## src/rtl/branch_resolve_queue.sv

```systemverilog
// In-order branch queue between prediction and resolve: trains 2-bit counters and flushes on mispredict.
// Ports: push (fetch side), resolve (execute side), update/mispredict pulses, occupancy Count.
module branch_resolve_queue #(
  parameter int DEPTH = 4,
  parameter int IDX_W = 6
) (
  input  logic                     clk,
  input  logic                     rst,
  input  logic                     PushValid,
  input  logic [IDX_W-1:0]         PushIndex,
  input  logic [1:0]               PushCounter,
  output logic                     PushReady,
  input  logic                     ResolveValid,
  input  logic                     ResolveTaken,
  output logic                     ResolveReady,
  output logic                     UpdateValid,
  output logic [IDX_W-1:0]         UpdateIndex,
  output logic [1:0]               UpdateCounter,
  output logic                     Mispredict,
  output logic [$clog2(DEPTH):0]   Count
);

  localparam int PTR_W = $clog2(DEPTH);
  localparam int CNT_W = PTR_W + 1;
  localparam logic [CNT_W-1:0] FULL = CNT_W'(DEPTH);

  logic [IDX_W-1:0] idx_mem [DEPTH];
  logic [1:0]       ctr_mem [DEPTH];

  logic [PTR_W-1:0] wr_ptr;
  logic [PTR_W-1:0] rd_ptr;

  logic             push_go;
  logic             res_go;
  logic             miss;
  logic [IDX_W-1:0] head_idx;
  logic [1:0]       head_ctr;
  logic [1:0]       trained;

  assign PushReady    = (Count < FULL);
  assign ResolveReady = (Count != '0);

  assign push_go  = PushValid && PushReady;
  assign res_go   = ResolveValid && ResolveReady;
  assign head_idx = idx_mem[rd_ptr];
  assign head_ctr = ctr_mem[rd_ptr];

  // Predicted direction is the counter MSB.
  assign miss = res_go && (ResolveTaken != head_ctr[1]);

  always_comb begin
    trained = head_ctr;
    if (ResolveTaken) begin
      if (head_ctr != 2'd3)
        trained = head_ctr + 2'd1;
    end else begin
      if (head_ctr != 2'd0)
        trained = head_ctr - 2'd1;
    end
  end

  // A push racing a mispredicting resolve is younger and is dropped.
  always_ff @(posedge clk) begin
    if (push_go && !miss) begin
      idx_mem[wr_ptr] <= PushIndex;
      ctr_mem[wr_ptr] <= PushCounter;
    end
  end

  always_ff @(posedge clk) begin
    if (rst) begin
      wr_ptr        <= '0;
      rd_ptr        <= '0;
      Count         <= '0;
      UpdateValid   <= 1'b0;
      UpdateIndex   <= '0;
      UpdateCounter <= '0;
      Mispredict    <= 1'b0;
    end else begin
      UpdateValid <= res_go;
      Mispredict  <= miss;
      if (res_go) begin
        UpdateIndex   <= head_idx;
        UpdateCounter <= trained;
      end
      if (miss) begin
        wr_ptr <= '0;
        rd_ptr <= '0;
        Count  <= '0;
      end else begin
        if (push_go)
          wr_ptr <= wr_ptr + PTR_W'(1);
        if (res_go)
          rd_ptr <= rd_ptr + PTR_W'(1);
        unique case ({push_go, res_go})
          2'b10:   Count <= Count + CNT_W'(1);
          2'b01:   Count <= Count - CNT_W'(1);
          default: Count <= Count;
        endcase
      end
    end
  end

endmodule
```

## config.mk

```make
export PLATFORM = sky130hd
export DESIGN_NAME = branch_resolve_queue
export DESIGN_NICKNAME = d
export VERILOG_FILES = /design/src/rtl/branch_resolve_queue.sv
export SDC_FILE = /design/constraint.sdc
export NUM_CORES = 1
export LEC_CHECK = 0
export BUFFER_PORTS_ARGS = -buffer_cell sky130_fd_sc_hd__clkbuf_2
export CAP_MARGIN = 20
export CORE_MARGIN = 4
export CORE_UTILIZATION = 50
export CTS_BUF_LIST = sky130_fd_sc_hd__clkbuf_2 sky130_fd_sc_hd__clkbuf_4 sky130_fd_sc_hd__clkbuf_8
export DETAILED_ROUTE_END_ITERATION = 6
export GPL_ROUTABILITY_DRIVEN = 1
export PLACE_DENSITY = 0.67
export SLEW_MARGIN = 20
export SYNTH_ARGS = -nofsm -noshare
export SYNTH_HDL_FRONTEND = slang
export SYNTH_SLANG_ARGS = --single-unit
```

## constraint.sdc

```tcl
create_clock -name clk -period 2.9 [get_ports clk]
set_clock_uncertainty 0.1 [all_clocks]
set_input_delay 0.29 -clock clk [delete_from_list [all_inputs] [get_ports clk]]
set_output_delay 0.29 -clock clk [all_outputs]
set_load 0.05 [all_outputs]
```

# --- Word level (Yosys, flattened, before mapping) ---
# Memory sizes are Yosys's and may differ from the RTL's. A register that Yosys moved wholly into a read port is not among the register bits.
# Index checks and enable logic that the tools add are counted.
word_totals:
  register_bits: 11
  ram_bits: 32
  inputBits: 13
  out_inout_bits: 15
  word_cells: 36
  memories: 2
memory_table:
  columns: ["name", "depth", "width", "read_ports", "rd_clocked_by_memory_dff", "wr", "line_no", "rtl"]
  rows:
  - ["idx_mem", 4, 6, 1, 1, 1, "27", "logic [IDX_W-1:0] idx_mem [DEPTH];"]
  - ["ctr_mem", 4, 2, 1, 1, 1, "28", "logic [1:0] ctr_mem [DEPTH];"]
op_classes:
  addsub: 6
  n_lt_le_gt_ge: 1
  eq_ne: 4
  muxes: 8
  n_reduce_logical: 9
op_table:
  columns: ["operator", "n"]
  rows:
  - ["$mux 2", 5]
  - ["$add 2x1->2 const B", 3]
  - ["$pmux 3 s2", 1]
  - ["$logic_and 1x1->1", 4]
  - ["$reduce_bool 2->1", 2]
  - ["$add 3x1->3 const B", 1]
  - ["$lt 3x3->1 const B", 1]
  - ["$reduce_bool 3->1", 1]
  - ["$sub 3x1->3 const B", 1]
  - ["$eq 2x1->1 const B", 1]
  - ["$eq 2x2->1 const B", 1]
  - ["$mux 1", 2]
  - ["$ne 2x2->1 const B", 1]
  - ["$reduce_or 2->1", 1]
  - ["$sub 2x1->2 const B", 1]
  - ["$logic_not 1->1", 1]
  - ["$ne 1x1->1", 1]

# --- Longest topological paths before layout ---
# Gate-level depths: netlist (run 1).
logic_depth:
  ltp_word: 7
  mapped_depth: 10
  depth_no_buf: 9

# --- Worst setup path after synthesis (run 1) ---
# No wires, ideal clock.
synth_timing:
  path_type: "reg-to-reg"
  from: "register Count[2]"
  to: "register Count[2]"
  setup_time_ns: 0.116
  t_arrival_ns: 2.308
  required_time_ns: 2.684
  path_slack_ns: 0.376
  stages_incl_launch_ff: 11
  path_buffers: 1
  path_cell_list: "dfxtp_1 > o31ai_1 > inv_1 > clkbuf_1 > ha_1 > inv_1 > fa_1 > xor2_1 > nor2_1 > xnor2_1 > nor2_1"
synth_via:
  elab_chain_len: 4
synth_lines:
  columns: ["element", "line_no", "rtl"]
  rows:
  - ["start, declared", "20", "output logic [$clog2(DEPTH):0] Count"]
  - ["start signal, assigned", "96", "2'b10: Count <= Count + CNT_W'(1);"]
  - ["start signal, assigned", "97", "2'b01: Count <= Count - CNT_W'(1);"]
  - ["start signal, assigned", "98", "default: Count <= Count;"]
  - ["$reduce_bool 3->1 *", "41", "assign ResolveReady = (Count != '0);"]
  - ["$logic_and 1x1->1 *", "44", "assign res_go = ResolveValid && ResolveReady;"]
  - ["net res_go", "34", "logic res_go;"]
  - ["$eq 2x1->1, or another cell as far along", "95", "unique case ({push_go, res_go})"]
  - ["$pmux 3 s2, or another cell as far along", "95", null]
# Mark *: on every way through the listed nets, which the timed path passes. The rest lies on a longest branch.
# A chain may end at the register's enable or synchronous reset.

==> results of run 1 <==
-- cells in the final DEF, fill, tap and decap left out, types with 2 or more instances in the layout --
cell / count
a21oi_1: 13
and2_1: 5
clkbuf_2: 27
clkbuf_8: 6
dfxtp_1: 19
edfxtp_1: 32
ha_1: 5
inv_1: 9
mux4_2: 7
nand2_1: 15
nor2_1: 11
o21ai_0: 2
xnor2_1: 3
xor2_1: 2
-- sequential cells by signal, indices dropped and copies added, names as in the netlist, named ones only --
name,flops
idx_mem,24
ctr_mem,8
UpdateIndex,6
Count,3
UpdateCounter,2
rd_ptr,2
wr_ptr,2
Mispredict,1
UpdateValid,1
-- area by class of cell --
cell class	count	area, µm²	area share
clock inverters	1	5.00	0.00221
repair buffers	28	143	0.0631
flip-flops and latches	51	1340	0.594
well taps	48	60.1	0.0266
clock buffers	7	90.1	0.0399
inverters	9	33.8	0.0150
multi-input cells	75	587	0.260
-- through the flow --
step                      setup WS [ps]  cell area [µm²]   util  total power [W]  std cells
after floorplan                     376             1980      -          0.00161        140
after global placement              514             2160  0.578          0.00178        211
after detailed placement            497             2160  0.578          0.00180        211
after CTS                           472             2260  0.604          0.00222        219
after global routing                332             2260  0.604          0.00233        219
final                               511             2260  0.604          0.00219        219
-- cell families after synthesis --
logic type / share of synthesized area
flip-flops: 0.677
AND/OR/NAND/NOR: 0.0865
AO/OA/AOI/OAI: 0.0530
buffers and inverters: 0.0271
multiplexers: 0.0928
adder cells (fa/ha/maj): 0.0417
XOR/XNOR: 0.0221
-- final timing paths --
check                         to  depth (start not counted)
hold / removal     idx_mem[2][4]                          1
hold reg to reg   UpdateIndex[2]                          2
setup / recovery   ctr_mem[0][0]                          4
setup reg to reg   ctr_mem[0][0]                          4
-- where the power goes --
part | leakage, nW | switching [W] | total [W] | internal [W]
logic | 0.342 | 0.000537 | 0.000775 | 0.000238
registers | 0.448 | 0.0000847 | 0.00100 | 0.000920
clock network | 0.0517 | 0.000209 | 0.000411 | 0.000202
total | 0.841 | 0.000830 | 0.00219 | 0.00136
-- routing by layer --
metal | share of wire | vias to the layer above
li1 | - | 559
met1 | 0.47 | 550
met2 | 0.45 | 34
met3 | 0.055 | 5
met4 | 0.015 | 0
met5 | 0 | -
==> results.tsv, run 1 <==
metric	value	unit
status	complete, no violations	
GP Congestion	0.756	
Hold Worst Slack	109	ps
P per Cell Area	969	nW/µm²
Synth top area share	0.485	
yosys warns	0	
CTS Hold Bufs	0	
CP cell instances	mux4_2 -> xnor2_1 -> a21oi_1 -> and2_1	
Max Clock Freq	419	MHz
Slew HR	0.661	
clock root cell	clkbuf_8	
Largest stage delay, worst path	560	ps
die footprint	5040	µm²
DR vias/cell	5.24	
Reg2Reg Setup Slack	510	ps
Buf/Inv on CP	0	
Leak	0.841	nW
sequential share of the synthesized area	0.677	
ant diodes	0	
CP startpoint kind	flop	
drt first pass iters	4	
Synth area leader	edfxtp_1	
Syn-to-layout area delta	14.0	%
Post-synth EDFFs	32	
worst endpoint required time	2750	ps
GR met1 Demand/Resource	0.213	
Post-synth ARST share	0	
fin crit period	2390	ps
Tcrit/Tclk final	0.824	
ANT nets after route	0	
Setup CP Type	flop to flop	
GR Overflow Total	0	
worst vdd ir	511	µV
CP max stage cell	mux4_2	
Initial Utilization	0.529	
layout cells sized above 1	0.269	
Worst-Margin Slew	508	ps
Critical Path AT	2230	ps
die width	71.0	µm
PostCTS Resize Cnt	0	
Post-synth top cells	edfxtp_1 (32), dfxtp_1 (19), nand2_1 (15)	
Netlist Area Pre-Place	1980	µm²
CTS Sinks	51	
Hold WC Path Type	primary input to flop	
met2 Track Usage GR	0.200	
Port Buf Inserts	27	
core footprint	3740	µm²
Clock H-tree levels	2	
# Max-Cap Violations	0	
busiest grt layer	met1	
gr usage total	0.145	
Min-Delay Startpoint	PushIndex[4]	
Yosys reg bits	51	
CTS Buffer Depth	2	
mean post-synth cell area	14.2	µm²
# setup viols final	0	
CTS clk-pin slew, worst paths	90	ps
Worst-Skew Late Latency	290	ps
DP HPWL	2470	µm
Netlist cell types	26	
largest net degree at the start of global routing	16	
Top FF cell, synth	edfxtp_1	
clock buffer count from CTS	5	
routing usage on met3	0.0398	
drt wl/cell	15.2	µm
antenna violations before repair	0	
# rows	22	
top cells by area, synth	edfxtp_1 (48%), dfxtp_1 (19%), mux4_2 (8.0%)	
Post-Synthesis Cells	140	
drt total wl	3340	µm
Slew Limit Fails	0	
CP top delay family	multiplexers	
CP endpoint kind	flop	
TritonCTS clock tree	built	
DRC violations left	0	
top-count cell post-synth	edfxtp_1	
Setup Total Neg Slack	0	ps
first-pass GRT wire length	5550	µm
fillcell total	317	
total number of vias	1148	
die height	71.0	µm
number of global-route vias before repair	1102	
Synthesized Nets	159	
number of nets in the layout	189	
Top Ports	28	
drt initial violations	82	
RSZ-0062 raised after global routing	no	
Max FO, Critical Path	8	
Post-CTS Setup Inserts	0	
final hold vios	0	
Power figures use the tool's default switching activity.
==> run 2: changes to the inputs <==
==> constraint.sdc (replaced) <==
create_clock -name clk -period 2.35 [get_ports clk]
set_clock_uncertainty 0.1 [all_clocks]
set_input_delay 0.235 -clock clk [delete_from_list [all_inputs] [get_ports clk]]
set_output_delay 0.235 -clock clk [all_outputs]
set_load 0.05 [all_outputs]
==> run 2 against run 1 <==
Design area rose by 1.2%. Hold slack got worse by 49 ps. Via count fell by 1.0%. Total power rose by 27%. Global-route usage fell by 0.23 points. Die area did not move. Register-to-register slack got worse by 340 ps. Clock power rose by 45%. Final cell count did not move. Sequential power rose by 24%. Largest cell class unchanged. Largest power group unchanged. Highest routed layer unchanged.
==> results.tsv, run 2 (same netlist as run 1, synthesis figures left out) <==
metric	value	unit	change
most frequent cells in the layout	edfxtp_1 (32), clkbuf_2 (27), dfxtp_1 (16), nand2_1 (15), a21oi_1 (13)		was edfxtp_1 (32), clkbuf_2 (27), dfxtp_1 (19), nand2_1 (15), a21oi_1 (13)
Min-Delay Startpoint	PushIndex[0]		was PushIndex[4]
CP startpoint kind	flop		unchanged
Reg2Reg Setup Slack	170	ps	was 510 ps
reg-to-reg critical path endpoint	ctr_mem[3][1]		was ctr_mem[0][0]
Largest register FFs	24		unchanged
Setup CP Type	flop to flop		unchanged
# Max-Cap Violations	0		unchanged
Max FO, Critical Path	8		unchanged
drt wl/cell	15.3	µm	was 15.2 µm
first-pass GRT wire length	5540	µm	was 5550 µm
most common cell after layout, fill and taps aside	edfxtp_1		unchanged
worst endpoint required time	2240	ps	was 2750 ps
routing usage on met3	0.0526		was 0.0398
multi-input logic area	592	µm²	was 587 µm²
antenna violations before repair	0		unchanged
Syn-to-layout area delta	15.3	%	was 14.0%
Slew Limit Fails	0		unchanged
hold path depth	1		unchanged
GP Congestion	0.760		was 0.756
final hold vios	0		unchanged
busiest grt layer	met1		unchanged
Port Buf Inserts	27		unchanged
CTS Buffer Depth	2		unchanged
largest net degree at the start of global routing	17		was 16
Critical Path AT	2070	ps	was 2230 ps
Top Ports	28		unchanged
die height	71.0	µm	unchanged
CTS clk-pin slew, worst paths	90	ps	about the same
GR Overflow Total	0		unchanged
DR vias/cell	5.19		was 5.24
Clock H-tree levels	2		unchanged
GR met1 Demand/Resource	0.209		was 0.213
ant diodes	0		unchanged
number of global-route vias before repair	1108		was 1102
fillcell total	299		was 317
layout cells sized above 1	0.310		was 0.269
status	complete, no violations		unchanged
ANT nets after route	0		unchanged
total number of vias	1136		was 1148
Tcrit/Tclk final	0.928		was 0.824
FF/Latch Area	1350	µm²	was 1340 µm²
Worst-Margin Slew	472	ps	was 508 ps
Post-CTS Setup Inserts	0		unchanged
drt first pass iters	4		unchanged
DRC violations left	0		unchanged
die footprint	5040	µm²	unchanged
Slew HR	0.685		was 0.661
clock buffer count from CTS	5		unchanged
Worst-Skew Late Latency	300	ps	was 290 ps
TritonCTS clock tree	built		unchanged
die width	71.0	µm	unchanged
RSZ-0062 raised after global routing	no		unchanged
gr usage total	0.143		was 0.145
fin crit period	2180	ps	was 2390 ps
drt initial violations	79		was 82
CP endpoint kind	flop		unchanged
DP HPWL	2570	µm	was 2470 µm
top flop regs	idx_mem x24, ctr_mem x8, UpdateIndex x6		unchanged
largest reg by FF count	idx_mem		unchanged
PnR Total Power	0.00279	W	was 0.00219 W
path depth of the worst reg2reg path	4		unchanged
Max Clock Freq	459	MHz	was 419 MHz
Setup Total Neg Slack	0	ps	unchanged
clock root cell	clkbuf_8		unchanged
met2 Track Usage GR	0.203		was 0.200
Initial Utilization	0.529		unchanged
# setup viols final	0		unchanged
Hold WC Path Type	primary input to flop		unchanged
P per Cell Area	1220	nW/µm²	was 969 nW/µm²
Hold Path Sink	idx_mem[3][0]		was idx_mem[2][4]
Leak	0.852	nW	was 0.841 nW
core footprint	3740	µm²	unchanged
drt total wl	3350	µm	was 3340 µm
# rows	22		unchanged
CTS Sinks	51		unchanged
worst vdd ir	429	µV	was 511 µV
number of nets in the layout	189		unchanged
-- run 2: changes by cell type in the layout (fill, tap and decap cells not counted), sizes merged --
cell,change
clkbuf,-2
clkinv,+1
bufinv,+1
-- run 2: per-stage QoR --
stage	utilization	cell area [µm²]	instances	setup slack (ps)	hold slack, ps
2_1_floorplan	-	1990	140	52.3	214
3_3_place_gp	0.579	2170	211	170	344
3_5_place_dp	0.579	2170	211	58.8	352
4_1_cts	0.609	2280	219	43.9	56.3
5_1_grt	0.611	2290	219	23.9	47.7
6_report	0.611	2290	219	170	59.9
-- run 2: worst max-delay path by stage --
stage / to / start / slack, ps
detailed placement: idx_mem[3][1] / flop / 60
global route: ctr_mem[1][1] / flop / 20
global placement: idx_mem[2][1] / flop / 170
floorplan: Count[2] / Count[2] / 50
finish: ctr_mem[3][1] / flop / 170
CTS: ctr_mem[3][1] / flop / 40
-- run 2: report_power, final --
group	total, W	internal, W	switching [W]
Clock	0.000598	0.000317	0.000281
Sequential	0.00124	0.00114	0.000101
Combinational	0.000947	0.000299	0.000648
Total	0.00279	0.00176	0.00103
-- run 2: timing repair --
item | in CTS | in global routing
hold buffers | 0 | 0
hold endpoints to repair | 0 | 0
gates resized for setup | 0 | 4
setup endpoints to repair | 0 | 32
-- run 2: routing by layer --
layer | vias to the layer above | routed length, µm
met4 | 0 | 35
li1 | 560 | -
met5 | - | 0
met3 | 4 | 166
met1 | 547 | 1640
met2 | 25 | 1510
-- run 2: worst max-delay path: stages, from the launching register on --
cell	delay (ps)
dfxtp_1	370
mux4_2	550
xnor2_1	220
a21oi_1	310
and2_2	320
-- run 2: area by class of cell --
| cell class | instances | area share |
|---|---|---|
| tap | 48 | 0.0263 |
| sequential | 51 | 0.588 |
| multi-input combinational | 75 | 0.259 |
| inverter | 9 | 0.0148 |
| clock buffer | 5 | 0.0301 |
| timing repair buffer | 28 | 0.0624 |
| clock inverter | 3 | 0.0192 |
